`src/rtl/qid_lmubuf_pkg.sv`:
```
// Shared widths, opcode constants and the entry layout for the QID -> LMU buffer.
package qid_lmubuf_pkg;

  localparam int OPCODE_BW = 4;
  localparam int LQADDR_BW = 5;
  localparam int ENTRY_BW  = OPCODE_BW + LQADDR_BW;

  localparam logic [OPCODE_BW-1:0] LQM_X          = 4'h1;
  localparam logic [OPCODE_BW-1:0] LQM_Y          = 4'h2;
  localparam logic [OPCODE_BW-1:0] LQM_Z          = 4'h3;
  localparam logic [OPCODE_BW-1:0] PPM_INTERPRET  = 4'h8;
  localparam logic [OPCODE_BW-1:0] INVALID_OPCODE = 4'hF;

  // One buffered measurement request.
  typedef struct packed {
    logic [OPCODE_BW-1:0] opcode;
    logic [LQADDR_BW-1:0] mregdst;
  } lmu_entry_t;

endpackage

```
`src/rtl/qid_lmubuf_mem.sv`:
```
// Entry storage: DEPTH slots, one write port, one asynchronous read port.
// Storage is not reset; the control logic never presents an unwritten slot.
module qid_lmubuf_mem
  import qid_lmubuf_pkg::*;
#(
  parameter int DEPTH  = 4,
  parameter int PTR_BW = 2
) (
  input  logic              clk,
  input  logic              wr_en,
  input  logic [PTR_BW-1:0] wr_addr,
  input  lmu_entry_t        wr_data,
  input  logic [PTR_BW-1:0] rd_addr,
  output lmu_entry_t        rd_data
);

  logic [DEPTH-1:0][ENTRY_BW-1:0] slots;

  generate
    for (genvar gi = 0; gi < DEPTH; gi++) begin : g_slot
      lmu_entry_t slot_reg;

      // Slot loads only when it is the target of an accepted write.
      always_ff @(posedge clk) begin
        if (wr_en && (wr_addr == PTR_BW'(gi))) begin
          slot_reg <= wr_data;
        end
      end

      assign slots[gi] = slot_reg;
    end
  endgenerate

  assign rd_data = lmu_entry_t'(slots[rd_addr]);

endmodule

```
`src/rtl/qid_lmubuf.sv`:
```
// Decoupling FIFO between QID and the LMU: QID writes one entry per cycle,
// the LMU drains them in order over a show-ahead valid/ready handshake.
module qid_lmubuf
  import qid_lmubuf_pkg::*;
#(
  parameter int DEPTH  = 4,
  parameter int PTR_BW = 2
) (
  input  logic                 clk,
  input  logic                 rst_n,
  input  logic                 flush,
  input  logic                 to_lmubuf_valid,
  input  logic [OPCODE_BW-1:0] wr_opcode,
  input  logic [LQADDR_BW-1:0] wr_mregdst,
  output logic                 to_lmubuf_full,
  output logic                 lmu_valid,
  input  logic                 lmu_ready,
  output logic [OPCODE_BW-1:0] lmu_opcode,
  output logic [LQADDR_BW-1:0] lmu_mregdst,
  output logic                 lmubuf_empty,
  output logic [PTR_BW:0]      lmubuf_count,
  output logic                 ovf_err,
  output logic                 unf_err
);

  logic [PTR_BW-1:0] wr_ptr_reg, wr_ptr_next;
  logic [PTR_BW-1:0] rd_ptr_reg, rd_ptr_next;
  logic [PTR_BW:0]   count_reg,  count_next;
  logic              ovf_err_reg, ovf_err_next;
  logic              unf_err_reg, unf_err_next;

  logic       full, empty, push, pop;
  lmu_entry_t wr_entry, head_entry;

  // Flags come straight from the registered count, so they are glitch-free
  // and settle to reset values as soon as rst_n falls.
  assign full  = (count_reg == (PTR_BW+1)'(DEPTH));
  assign empty = (count_reg == '0);

  // A full buffer rejects a write even if the LMU pops in the same cycle.
  assign push = to_lmubuf_valid & ~full;
  assign pop  = lmu_ready & ~empty;

  assign wr_entry = '{opcode: wr_opcode, mregdst: wr_mregdst};

  qid_lmubuf_mem #(
    .DEPTH  (DEPTH),
    .PTR_BW (PTR_BW)
  ) u_mem (
    .clk     (clk),
    .wr_en   (push & ~flush),
    .wr_addr (wr_ptr_reg),
    .wr_data (wr_entry),
    .rd_addr (rd_ptr_reg),
    .rd_data (head_entry)
  );

  // Next-state: flush wins over any push/pop; errors are sticky until flush/reset.
  always_comb begin
    wr_ptr_next  = wr_ptr_reg;
    rd_ptr_next  = rd_ptr_reg;
    count_next   = count_reg;
    ovf_err_next = ovf_err_reg | (to_lmubuf_valid & full);
    unf_err_next = unf_err_reg | (lmu_ready & empty);
    if (flush) begin
      wr_ptr_next  = '0;
      rd_ptr_next  = '0;
      count_next   = '0;
      ovf_err_next = 1'b0;
      unf_err_next = 1'b0;
    end else begin
      // Pointers wrap naturally because DEPTH is a power of two.
      if (push) wr_ptr_next = wr_ptr_reg + 1'b1;
      if (pop)  rd_ptr_next = rd_ptr_reg + 1'b1;
      if (push && !pop)      count_next = count_reg + 1'b1;
      else if (pop && !push) count_next = count_reg - 1'b1;
    end
  end

  // Control state register with asynchronous reset.
  always_ff @(posedge clk or negedge rst_n) begin
    if (!rst_n) begin
      wr_ptr_reg  <= '0;
      rd_ptr_reg  <= '0;
      count_reg   <= '0;
      ovf_err_reg <= 1'b0;
      unf_err_reg <= 1'b0;
    end else begin
      wr_ptr_reg  <= wr_ptr_next;
      rd_ptr_reg  <= rd_ptr_next;
      count_reg   <= count_next;
      ovf_err_reg <= ovf_err_next;
      unf_err_reg <= unf_err_next;
    end
  end

  assign to_lmubuf_full = full;
  assign lmubuf_empty   = empty;
  assign lmu_valid      = ~empty;
  assign lmubuf_count   = count_reg;
  assign ovf_err        = ovf_err_reg;
  assign unf_err        = unf_err_reg;
  // An empty buffer shows a harmless invalid entry rather than stale storage.
  assign lmu_opcode     = empty ? INVALID_OPCODE : head_entry.opcode;
  assign lmu_mregdst    = empty ? '0 : head_entry.mregdst;

endmodule
```
`config.mk`:
```
export PLATFORM = sky130hd
export DESIGN_NAME = qid_lmubuf
export DESIGN_NICKNAME = d
export VERILOG_FILES = /design/src/rtl/qid_lmubuf_pkg.sv /design/src/rtl/qid_lmubuf_mem.sv /design/src/rtl/qid_lmubuf.sv
export SDC_FILE = /design/constraint.sdc
export NUM_CORES = 1
export LEC_CHECK = 0
export ABC_AREA = 1
export CORE_MARGIN = 5
export CORE_UTILIZATION = 40
export DETAILED_ROUTE_END_ITERATION = 8
export PLACE_DENSITY = 0.69
export SETUP_SLACK_MARGIN = 0.5
export SLEW_MARGIN = 20
export SYNTH_ARGS = -nofsm -noshare
export SYNTH_HDL_FRONTEND = slang
export SYNTH_SLANG_ARGS = --single-unit
```
`constraint.sdc`:
```
create_clock -name clk -period 1.98 [get_ports clk]
set_input_delay 0.396 -clock clk [delete_from_list [all_inputs] [get_ports clk]]
set_output_delay 0.396 -clock clk [all_outputs]
set_load 0.05 [all_outputs]
```
==> key figures, run 1 <==
Critical path
  • Critical path peak fanout: 13
  • Setup slack, reg-to-reg: 0.16 ns
  • Slowest stage delay, CP: 0.47 ns
  • Worst Path Required: 1.58 ns
  • R2r worst-path depth: 12
  • Startpoint Class: flop
  • WP depth: 6
  • Family with the most delay on the worst path: flip-flops
  • WS Path Type: reg -> out
  • Slowest CP cell: dfrtp_2
  • Worst Path Buf+Inv: 2
  • CP Cell Sequence: buf_12, nor2_1, nor2_1, o21ai_1, a21oi_4, buf_12
  • Crit. End Element: output port
  • Crit path arrival time: 1.47 ns

Synth
  • Mapped Cells: 182
  • Syn_area_per_cell: 10.9 um2
  • Synth top cells by count: edfxtp_1, nor2_1, nand2_1, inv_1, a21oi_1
  • EDFF count, synth: 36
  • Register bit total from synthesis: 45
  • Sequential fraction of the synthesis area: 0.658
  • Syn_nets: 201
  • Most instantiated library cell after synthesis: edfxtp_1
  • Synth top area share: 0.544
  • Mapped Area: 0.00199 mm2
  • Top post-synthesis cells by area: edfxtp_1, dfrtp_1, nor2_1, nand2_1, a21oi_1
  • Ys Warns: 0
  • Area leader, netlist: edfxtp_1
  • Ys async rst share: 0.200
  • Cell variety after synth: 24
  • Top FF cell, synth: edfxtp_1

Power
  • Worst IR Drop VDD: 747 uV
  • Pleak: 1.18 nW
  • Power Density: 1400 mW/mm2

Clocking
  • Cts hold-fix bufs: 0
  • CTS clk-pin slew, worst paths: 0.09 ns
  • H-tree depth: 2
  • CTS Buf Count: 5
  • Clock sinks: 45
  • Clk_lat worst skew: 0.31 ns
  • CTS tree: built
  • Clk Tree Root Cell: clkbuf_8
  • Max clock buf depth: 2

Route
  • Via-to-Cell Ratio: 4.88
  • Remaining DRCs: 0
  • Drt first pass iters: 4
  • Antenna-violating nets left: 0
  • Routed len/inst: 15.7 um
  • DR iter-0 viols: 67
  • Final WL: 4830 um
  • Vias: 1499

Die
  • DIE AREA: 0.00647 mm2
  • FP Rows: 25
  • Die width: 80.5 um
  • # IOs: 31
  • Chip Height: 80.5 um
  • Starting Density: 0.415
  • Core box area: 0.00479 mm2

Cells and area
  • Area growth from synthesis to layout: 56.0%
  • Max reg flops: 36
  • Fill cells: 337
  • Final nets: 258
  • Diodes inserted: 0
  • Register area: 0.00131 mm2
  • Area occupied by multi-input gates: 786 um2
  • Ratio of cells with drive above 1 in the final layout: 0.421

STA
  • Setup_tns: 0 ns
  • Final Skew: 0.00741 ns
  • Worst-Margin Slew: 0.432 ns
  • Final-report setup violation count: 0
  • Final Hold Slack: 0.387 ns
  • Post-layout min period: 1.87 ns
  • Period utilisation layout: 0.943
  • Final hold violations: 0
  • Max transition margin: 0.711
  • Final Max Tran Viols: 0
  • Fmax: 536 MHz
  • RSZ-0062 raised after global routing: yes

Global route
  • Antenna violations before repair: 0
  • Largest net degree at the start of global routing: 17
  • First-pass GRT wire length: 7130 um
  • All-Layer GR Usage: 0.150
  • Grt ovf: 0
  • Vias in the first global route: 1472

Placed design
  • Gpl congestion: 0.809
  • Detailed placer's ending HPWL: 2790 um
  • Port buffer count: 30

Flow run
  • Max Cap Viol: 0

Min path
  • Worst hold path class: in -> async

Run status
  • Status: finished clean
[metal layers]
layer / vias up / global-route usage / share of wire
li1: 723 / - / -
met1: 734 / 0.176 / 0.39
met2: 34 / 0.258 / 0.55
met3: 8 / 0.0359 / 0.045
met4: 0 / 0.0659 / 0.014
met5: - / 0 / 0
[worst paths after layout]
check                                 from         endpoint
max reg2reg                lmubuf_count[0]  lmubuf_count[2]
min reg2reg                        unf_err          unf_err
min                                  rst_n    rd_ptr_reg[1]
max                          rd_ptr_reg[0]   lmu_mregdst[0]
min in group clk                   unf_err          unf_err
max in group asynchronous            rst_n  lmubuf_count[1]
[where the power goes]
part	switching, mW	internal (mW)
clock network	0.340	0.387
registers	0.0755	1.11
logic	1.35	1.08
[worst reg2reg max path: stages, from the launching register on]
cell and delay, ns:
dfrtp_2 0.43, nor2_4 0.21, nand2_2 0.11, nand2_2 0.10, inv_4 0.05, nand2_4 0.05, inv_2 0.04, fa_2 0.35
xnor2_2 0.15, inv_1 0.06, nand2_1 0.05, nand3_1 0.08, nand2_1 0.05
[timing repair]
item                                    CTS  global route
gates cloned                              1             0
pin swaps                                 9             8
endpoints found under the setup margin   53            47
buffers inserted                          9             6
gates resized for setup                  37            26
[cell usage in the layout (no fill, tap or decap), types with 5 or more instances in the layout]
cell,Yosys,layout
nor2_1,30,22
buf_4,1,13
clkdlybuf4s50_1,0,13
a21oi_4,0,6
nand2_2,3,8
clkbuf_8,0,5
a21oi_1,15,6
edfxtp_1,36,36
nand2_1,29,22
inv_1,17,12
buf_6,2,9
o21ai_1,4,9
dfrtp_1,9,5
nor2_4,0,6
buf_12,0,17
[kinds of logic after synthesis]
family,after synthesis,synth area share
AOI/OAI and AO/OA,34,0.0870
xor gates and xnor gates,1,0.00441
adders and majority gates,5,0.0353
buffers and inverters,25,0.0580
DFF,45,0.658
and+or+nand+nor,72,0.158
[stage by stage]
stage / worst slack [ns] / instance area [um2] / total power, mW / cells / utilization
4_1_cts: 0.109 / 2930 / 4.18 / 301 / 0.611
5_1_grt: 0.0237 / 3100 / 4.54 / 307 / 0.647
3_5_place_dp: -0.0157 / 2650 / 3.19 / 283 / 0.553
6_report: 0.113 / 3100 / 4.34 / 307 / 0.647
3_3_place_gp: 0.0251 / 2650 / 3.17 / 283 / 0.553
2_1_floorplan: -0.0789 / 2110 / 2.39 / 182 / -
[area by class of cell]
type | count | area share
clock buffer | 5 | 0.0222
multi-input combinational | 112 | 0.254
timing repair buffer | 56 | 0.229
clock inverter | 3 | 0.0162
sequential | 45 | 0.423
tap | 67 | 0.0271
inverter | 19 | 0.0283
(Power assumes the default switching activity.)
==> run 2, diff against run 1 <==
- CTS_CLUSTER_DIAMETER: default -> 150
==> results of run 2 <==
Same layout as run 1: the final DEF is identical, and so are final timing and power.
